<file path="src/rtl/gx4000_printer_ctrl.sv">
// Purpose : buffers CPU-written bytes and hands them to a parallel printer with a strobe/ack handshake.
// Latency : a byte written into an empty FIFO with the printer idle is popped 1 cycle later;
//           the strobe rises SETUP_CYC cycles after the pop and stays high for STROBE_CYC cycles.
// Backpr. : no stall towards the CPU; a write into a full FIFO is dropped and flagged in overflow.
//           Printer backpressure is honoured through printer_busy (sampled in IDLE) and printer_ack.
// Ports   : clk_sys/reset_n         clock and async active-low reset
//           wr_en/wr_data           one-cycle byte push from the CPU port decode
//           clr_flags               clears the sticky overflow/timeout flags
//           printer_busy/ack        printer status inputs, synchronous to clk_sys
//           printer_data/strobe     registered printer outputs
//           fifo_empty/fifo_full    FIFO occupancy status
//           ctrl_busy               handshake FSM is not IDLE
//           overflow/timeout        sticky error flags
module gx4000_printer_ctrl #(
   parameter int FIFO_DEPTH  = 4,
   parameter int SETUP_CYC   = 2,
   parameter int STROBE_CYC  = 4,
   parameter int TIMEOUT_CYC = 65535
) (
   input  logic       clk_sys,
   input  logic       reset_n,
   input  logic       wr_en,
   input  logic [7:0] wr_data,
   input  logic       clr_flags,
   input  logic       printer_busy,
   input  logic       printer_ack,
   output logic [7:0] printer_data,
   output logic       printer_strobe,
   output logic       fifo_empty,
   output logic       fifo_full,
   output logic       ctrl_busy,
   output logic       overflow,
   output logic       timeout
);

   localparam int PW = $clog2(FIFO_DEPTH);
   localparam int CW = PW + 1;

   localparam logic [CW-1:0] DEPTH_C      = CW'(FIFO_DEPTH);
   // Counters compare against "last cycle" values so a phase lasts exactly N cycles.
   localparam logic [15:0]   SETUP_LAST   = 16'(SETUP_CYC - 1);
   localparam logic [15:0]   STROBE_LAST  = 16'(STROBE_CYC - 1);
   localparam logic [15:0]   TIMEOUT_LAST = 16'(TIMEOUT_CYC - 1);

   typedef enum logic [1:0] {
      IDLE     = 2'd0,
      SETUP    = 2'd1,
      STROBE   = 2'd2,
      WAIT_ACK = 2'd3
   } state_t;

   state_t          state;
   state_t          state_nxt;
   logic [15:0]     cnt;
   logic [15:0]     cnt_nxt;

   logic [7:0]      mem [FIFO_DEPTH];
   logic [PW-1:0]   wr_ptr;
   logic [PW-1:0]   rd_ptr;
   logic [CW-1:0]   count;

   logic            full_now;
   logic            push;
   logic            pop;
   logic            ovf_set;
   logic            tmo_set;

   // Fullness is judged on the registered count, before any same-cycle pop,
   // so a write into a full FIFO is dropped even if IDLE pops at this edge.
   assign full_now = (count == DEPTH_C);
   assign push     = wr_en && !full_now;
   assign ovf_set  = wr_en && full_now;

   // Status outputs decode registered state only.
   assign fifo_empty = (count == '0);
   assign fifo_full  = full_now;
   assign ctrl_busy  = (state != IDLE);

   // ---------------------------------------------------------------
   // Handshake FSM: next-state, phase counter, pop and timeout events
   // ---------------------------------------------------------------
   always_comb begin
      state_nxt = state;
      cnt_nxt   = cnt;
      pop       = 1'b0;
      tmo_set   = 1'b0;
      case (state)
         IDLE: begin
            cnt_nxt = '0;
            if ((count != '0) && !printer_busy) begin
               pop       = 1'b1;
               state_nxt = SETUP;
            end
         end
         SETUP: begin
            if (cnt == SETUP_LAST) begin
               cnt_nxt   = '0;
               state_nxt = STROBE;
            end else begin
               cnt_nxt = cnt + 16'd1;
            end
         end
         STROBE: begin
            if (cnt == STROBE_LAST) begin
               cnt_nxt   = '0;
               state_nxt = WAIT_ACK;
            end else begin
               cnt_nxt = cnt + 16'd1;
            end
         end
         WAIT_ACK: begin
            // An ack on the expiry cycle wins: the byte counts as delivered.
            if (printer_ack) begin
               cnt_nxt   = '0;
               state_nxt = IDLE;
            end else if (cnt == TIMEOUT_LAST) begin
               cnt_nxt   = '0;
               tmo_set   = 1'b1;
               state_nxt = IDLE;
            end else begin
               cnt_nxt = cnt + 16'd1;
            end
         end
         default: begin
            cnt_nxt   = '0;
            state_nxt = IDLE;
         end
      endcase
   end

   always_ff @(posedge clk_sys or negedge reset_n) begin
      if (!reset_n) begin
         state          <= IDLE;
         cnt            <= '0;
         printer_strobe <= 1'b0;
      end else begin
         state          <= state_nxt;
         cnt            <= cnt_nxt;
         // Strobe flop follows the state being entered, so it is high
         // exactly for the cycles the FSM spends in STROBE.
         printer_strobe <= (state_nxt == STROBE);
      end
   end

   // ---------------------------------------------------------------
   // FIFO storage and pointers
   // ---------------------------------------------------------------
   // Storage needs no reset: count gates every read of it.
   always_ff @(posedge clk_sys) begin
      if (push) begin
         mem[wr_ptr] <= wr_data;
      end
   end

   always_ff @(posedge clk_sys or negedge reset_n) begin
      if (!reset_n) begin
         wr_ptr <= '0;
         rd_ptr <= '0;
         count  <= '0;
      end else begin
         // Pointer width equals log2(depth), so the increment wraps naturally.
         if (push) begin
            wr_ptr <= wr_ptr + PW'(1);
         end
         if (pop) begin
            rd_ptr <= rd_ptr + PW'(1);
         end
         case ({push, pop})
            2'b10:   count <= count + CW'(1);
            2'b01:   count <= count - CW'(1);
            default: count <= count;
         endcase
      end
   end

   // printer_data is loaded only on a pop and holds until the next one.
   always_ff @(posedge clk_sys or negedge reset_n) begin
      if (!reset_n) begin
         printer_data <= 8'h00;
      end else if (pop) begin
         printer_data <= mem[rd_ptr];
      end
   end

   // ---------------------------------------------------------------
   // Sticky flags: a set event in the same cycle beats clr_flags
   // ---------------------------------------------------------------
   always_ff @(posedge clk_sys or negedge reset_n) begin
      if (!reset_n) begin
         overflow <= 1'b0;
         timeout  <= 1'b0;
      end else begin
         if (ovf_set) begin
            overflow <= 1'b1;
         end else if (clr_flags) begin
            overflow <= 1'b0;
         end
         if (tmo_set) begin
            timeout <= 1'b1;
         end else if (clr_flags) begin
            timeout <= 1'b0;
         end
      end
   end

endmodule

</file>
<file path="config.mk">
export PLATFORM = sky130hd
export DESIGN_NAME = gx4000_printer_ctrl
export DESIGN_NICKNAME = d
export VERILOG_FILES = /design/src/rtl/gx4000_printer_ctrl.sv
export SDC_FILE = /design/constraint.sdc
export NUM_CORES = 1
export LEC_CHECK = 0
export CORE_ASPECT_RATIO = 1.5
export CORE_UTILIZATION = 40
export DETAILED_ROUTE_END_ITERATION = 8
export GPL_TIMING_DRIVEN = 0
export SYNTH_ARGS = -nofsm -noshare
export SYNTH_HDL_FRONTEND = slang
export SYNTH_SLANG_ARGS = --single-unit
</file>
<file path="constraint.sdc">
create_clock -name clk_sys -period 2 [get_ports clk_sys]
set_input_delay 0.4 -clock clk_sys [delete_from_list [all_inputs] [get_ports clk_sys]]
set_output_delay 0.4 -clock clk_sys [all_outputs]
set_load 0.01 [all_outputs]
</file>
Word level (Yosys, flattened, before mapping) --
Memories as Yosys holds them, arrays and structs flattened. A register that Yosys moved wholly into a read port is not among the register bits. Cells that the tools add are included.
Operators by class: add/sub/neg operators 5, eq/ne operators 10, multiplexer cells 22, reductions and logical operators 13
Operators with widths (number):
- $mux W16 | 4
- $pmux W16 S4 | 1
- $add A16 B1 Y16 const B | 1
- $eq A16 B1 Y1 const B | 1
- $eq A16 B16 Y1 const B | 1
- $eq A16 B2 Y1 const B | 1
- $mux W1 | 10
- $mux W2 | 5
- $eq A2 B2 Y1 const B | 4
- $pmux W2 S4 | 1
- $reduce_bool A2 Y1 | 4
- $pmux W3 S2 | 1
- $add A2 B1 Y2 const B | 2
- $eq A2 B1 Y1 const B | 2
- $add A3 B1 Y3 const B | 1
- $eq A3 B3 Y1 const B | 1
- $logic_and A1 B1 Y1 | 3
- $logic_not A1 Y1 | 3
- $logic_not A3 Y1 | 1
- $reduce_bool A3 Y1 | 1
- $sub A3 B1 Y3 const B | 1
- $logic_not A2 Y1 | 1
Word-level totals: bits in registers 28, memory bits (writable) 32, input bits 14, output and inout port bits 14, logic and storage cells 59, memories 1
Memories:
- mem | words 4, width 8, read ports 1, clocked after Yosys merged registers in 1, write ports 1, RTL line 57 | logic [7:0] mem [FIFO_DEPTH];

Logic depth before layout (Yosys ltp) --
Gate-level depths: netlist of run 1.
depth after elaboration 6, depth in mapped cells 10, gate-level depth less buffers 10

Worst setup path after synthesis of run 1 --
No wires, ideal clock.
kind register to register, from register state[1], to register count[2], library setup time 0.079 ns, arrival time 2.226 ns, required time 1.921 ns, slack -0.305 ns, cell stages (with the launch flop) 10, buffers on the path 0, clock period less this slack 2.305 ns, cell sequence dfrtp_1 or2_2 or3_4 clkinv_2 ha_1 inv_1 fa_1 xor2_1 nor2_1 xor2_1
On the way: cells in the longest elaborated chain, start to end 4, elaborated cells on any way between the ends 6, those cells by class eq/ne (2); mux (2); reduce/logical (2)
RTL lines:
- from (decl) | RTL line 52 | state_t state;
- from (signal assigned) | RTL line 137 | state <= state_nxt;
- $logic_not A2 Y1 (*) | RTL line 87 | case (state)
- $mux W1 (*) | RTL line 87
- via pop | RTL line 64 | logic pop;
- $eq A2 B1 Y1 or $eq A2 B2 Y1 (tied branches) | RTL line 168 | case ({push, pop})
- $pmux W3 S2 or $reduce_bool A2 Y1 (tied branches)
- to (signal assigned) | RTL line 169 | 2'b10: count <= count + CW'(1);
- to (signal assigned) | RTL line 170 | 2'b01: count <= count - CW'(1);
- to (signal assigned) | RTL line 171 | default: count <= count;
- to (decl) | RTL line 60 | logic [CW-1:0] count;
Mark *: on every way through the listed nets, which the timed path passes. The rest lies on a longest branch. A chain may end at the register's enable or synchronous reset.

Worst setup path after layout of run 1 --
from register count[0], to register count[2]
On the way: cells in the longest elaborated chain, start to end 6, elaborated cells on any way between the ends 13, those cells by class add/sub (2); eq/ne (3); mux (3); reduce/logical (5)
RTL lines:
- $reduce_bool A3 Y1 (*) | RTL line 90 | if ((count != '0) && !printer_busy) begin
- $logic_and A1 B1 Y1 (*) | RTL line 90
- $mux W1 (*) | RTL line 90
- $mux W1 (*) | RTL line 87
- via pop | RTL line 64
- $eq A2 B1 Y1 or $eq A2 B2 Y1 (tied branches) | RTL line 168
- $pmux W3 S2 or $reduce_bool A2 Y1 (tied branches)
Marked as above.

==> flow_summary.yaml, run 1 <==
sta:
  period_needed_ns: 2.02
  fin_skew_ns: 0.0120
  timing.setup.tns_ns: -0.0201
  fmaxAchievable_ghz: 0.495
  maxSlewHeadroom_pct: 44.0
  report.final.slew_viol_count: 0
  hold_viol_final: 0
  setup_ws_ns: -0.0201
  rsz0062_at_grt: "true"
  setup_violations: 1
  post-route-period-util_pct: 101
  worst_slew_pin_slew_ns: 0.840
global_routing:
  grt_pass1_vias: 1938
  top_usage_layer: "met2"
  met1_usage_pct: 18.3
  gr-total-overflow: 0
  grt_use_met3_pct: 4.16
  grt.total_usage_pct: 16.8
  grt_max_degree: 37
  antenna_found_initial: 0
  use_met2_pct: 30.8
  grt_pass1_wl_mm: 9.56
floorplan:
  rows: 38
  core_mm2: 0.00727
  pin_count: 28
  die_w_um: 73.1
  start_util_pct: 41.7
  die_y_um: 109
  die_area_mm2: 0.00794
logic_synthesis:
  synth_cell_types: 42
  async_flop_share_pct: 52.9
  synth-edff-count: 32
  seq_area_frac_synth_pct: 61.4
  yosys.area.top_type: "edfxtp_1"
  syn_avg_cell_area_um2: 14.4
  synth.most_common_cell: "dfrtp_1"
  synth_common_cells: "36 x dfrtp_1, 32 x edfxtp_1, 13 x a21oi_1"
  synthesis.area_mm2: 0.00303
  syn_nets: 233
  synth-seq-cells: 68
  syn_inst: 210
  synth_flop_cell: "dfrtp_1"
  yosysTopAreaCellShare_pct: 31.7
  ys_warn_count: 0
  ys_top_cells_by_area: "edfxtp_1 32%, dfrtp_1 30%, mux4_2 5.9%"
final_layout:
  nNetsFinal: 283
  final_layout_size_suffix_gt1_share_pct: 26.0
  diodes: 0
  instances_no_fill: 365
  num-fill-cells: 642
  area_growth_pct: 25.0
setup_path:
  cp_max_fo: 3
  end_kind: "register"
  cp.required_ns: 2.27
  path_class: "register to register"
  cp-start-kind: "register"
  cp.arrival_ns: 2.29
  reg2reg_from: "count[0]"
  crit_path_start: "count[0]"
route:
  vias: 1817
  wl_per_cell_um: 15.3
  drtPass1Iterations: 4
  drcViolationCount: 0
  antenna_left: 0
  finalWirelength_mm: 5.58
  via_per_inst: 4.98
  first_iter_violations: 51
clock_network:
  cts.sinks: 68
  h-tree-depth: 3
  cts_buffer_depth: 2
  hold_buffers: 0
  cts_tree: "yes"
  root_buffer: "clkbuf_8"
  cts_buffers: 9
  clk_latency_ns: 0.34
  clk_pin_slew_ns: 0.09
min_path:
  hold_path_class: "input pin to async pin"
run_status:
  violations: "setup timing"
  status: "finished with violations"
pwr:
  p_leak_uw: 0.00147
  power_uw: 5020
  peakVddDrop_uv: 885
  power_density_mw_per_mm2: 1320
placed_design:
  io_buffer_count: 27
  placed_cells: 337
  hpwlAfterDp_mm: 3.79
  gp_congestion: 0.799
run:
  cap_violations: 0
-- sequential cells by signal, summed over array words and instances (netlist names) --
signal,flops
cnt,16
count,3
mem,32
overflow,1
printer_data,8
printer_strobe,1
rd_ptr,2
state,2
timeout,1
wr_ptr,2
-- placed cells by master, fill, tap and decap left out, types with 6 or more instances in the layout --
cell type and count:
buf_4 12, mux2_2 9, edfxtp_1 32, dfrtp_1 35, xnor2_1 8, inv_1 8
mux4_2 8, nand4_1 6, nand2_1 11, a21oi_1 13, clkdlybuf4s50_1 25, ha_1 7
and2_1 6, clkbuf_8 9, xor2_1 9
-- power by group --
group / switching [µW] / leakage [µW] / internal [µW]
Sequential: 177 / 0.000756 / 1830
Combinational: 826 / 0.000621 / 1010
Clock: 582 / 0.0000973 / 593
Total: 1580 / 0.00147 / 3430
-- layout make-up --
type | instances | area [µm²] | area share (%)
clock buffer | 9 | 124 | 3.27
buffer | 6 | 46.3 | 1.22
timing repair buffer | 39 | 370 | 9.76
sequential | 68 | 1860 | 49.1
clock inverter | 7 | 80.1 | 2.11
tap | 100 | 125 | 3.30
inverter | 11 | 53.8 | 1.42
multi-input combinational | 125 | 1130 | 29.8
-- metrics by stage --
| step | util (%) | hold slack (ns) | setup WS [ns] | area [µm²] |
|---|---|---|---|---|
| 2_1_floorplan | - | 0.104 | -0.126 | 3060 |
| 3_3_place_gp | 47.4 | 0.473 | -0.412 | 3450 |
| 3_5_place_dp | 47.4 | 0.483 | -0.376 | 3450 |
| 4_1_cts | 51.2 | 0.181 | -0.0586 | 3730 |
| 5_1_grt | 52.2 | 0.211 | -0.102 | 3790 |
| 6_report | 52.2 | 0.157 | -0.0201 | 3790 |
-- worst paths after layout --
kind,endpoint,slack (ns),cells past startpoint
max,count[2],-0.02,10
min in group clk_sys,count[2],0.51,1
max in group asynchronous,count[2],1.27,1
max reg2reg,count[2],-0.02,10
min,printer_data[0],0.16,1
min reg2reg,count[2],0.51,1
-- cell families after synthesis --
| logic type | Yosys count | share of synthesized area [%] |
|---|---|---|
| buffers and inverters | 17 | 2.93 |
| adder cells (fa/ha/maj) | 9 | 3.96 |
| XOR/XNOR | 17 | 4.91 |
| AO/OA/AOI/OAI | 24 | 5.53 |
| flip-flops | 68 | 61.4 |
| AND/OR/NAND/NOR | 57 | 11.7 |
| multiplexers | 18 | 9.61 |
-- layer usage --
layer | vias to the layer above | share of wire (%)
li1 | 870 | -
met1 | 903 | 39
met2 | 33 | 57
met3 | 11 | 2.9
met4 | 0 | 1.7
met5 | - | 0
-- critical path, stage by stage, from the launching register on --
cell and delay (ns):
dfrtp_1 0.42, nor3_4 0.07, buf_6 0.12, or3_4 0.41, clkinv_8 0.07, ha_4 0.13, inv_2 0.04, fa_2 0.32
xor2_1 0.14, nor2_1 0.10, xor2_1 0.14
-- what timing repair did --
item,in CTS,in global routing
setup buffers,6,6
resized for setup,8,3
pin swaps,3,2
endpoints found under the setup margin,15,12
Power figures use the tool's default switching activity.
==> inputs of run 2 (changes only) <==
HOLD_SLACK_MARGIN = 0.06   (was unset)
==> results of run 2 <==
No change in the layout: final DEF, timing and power equal those of run 1.
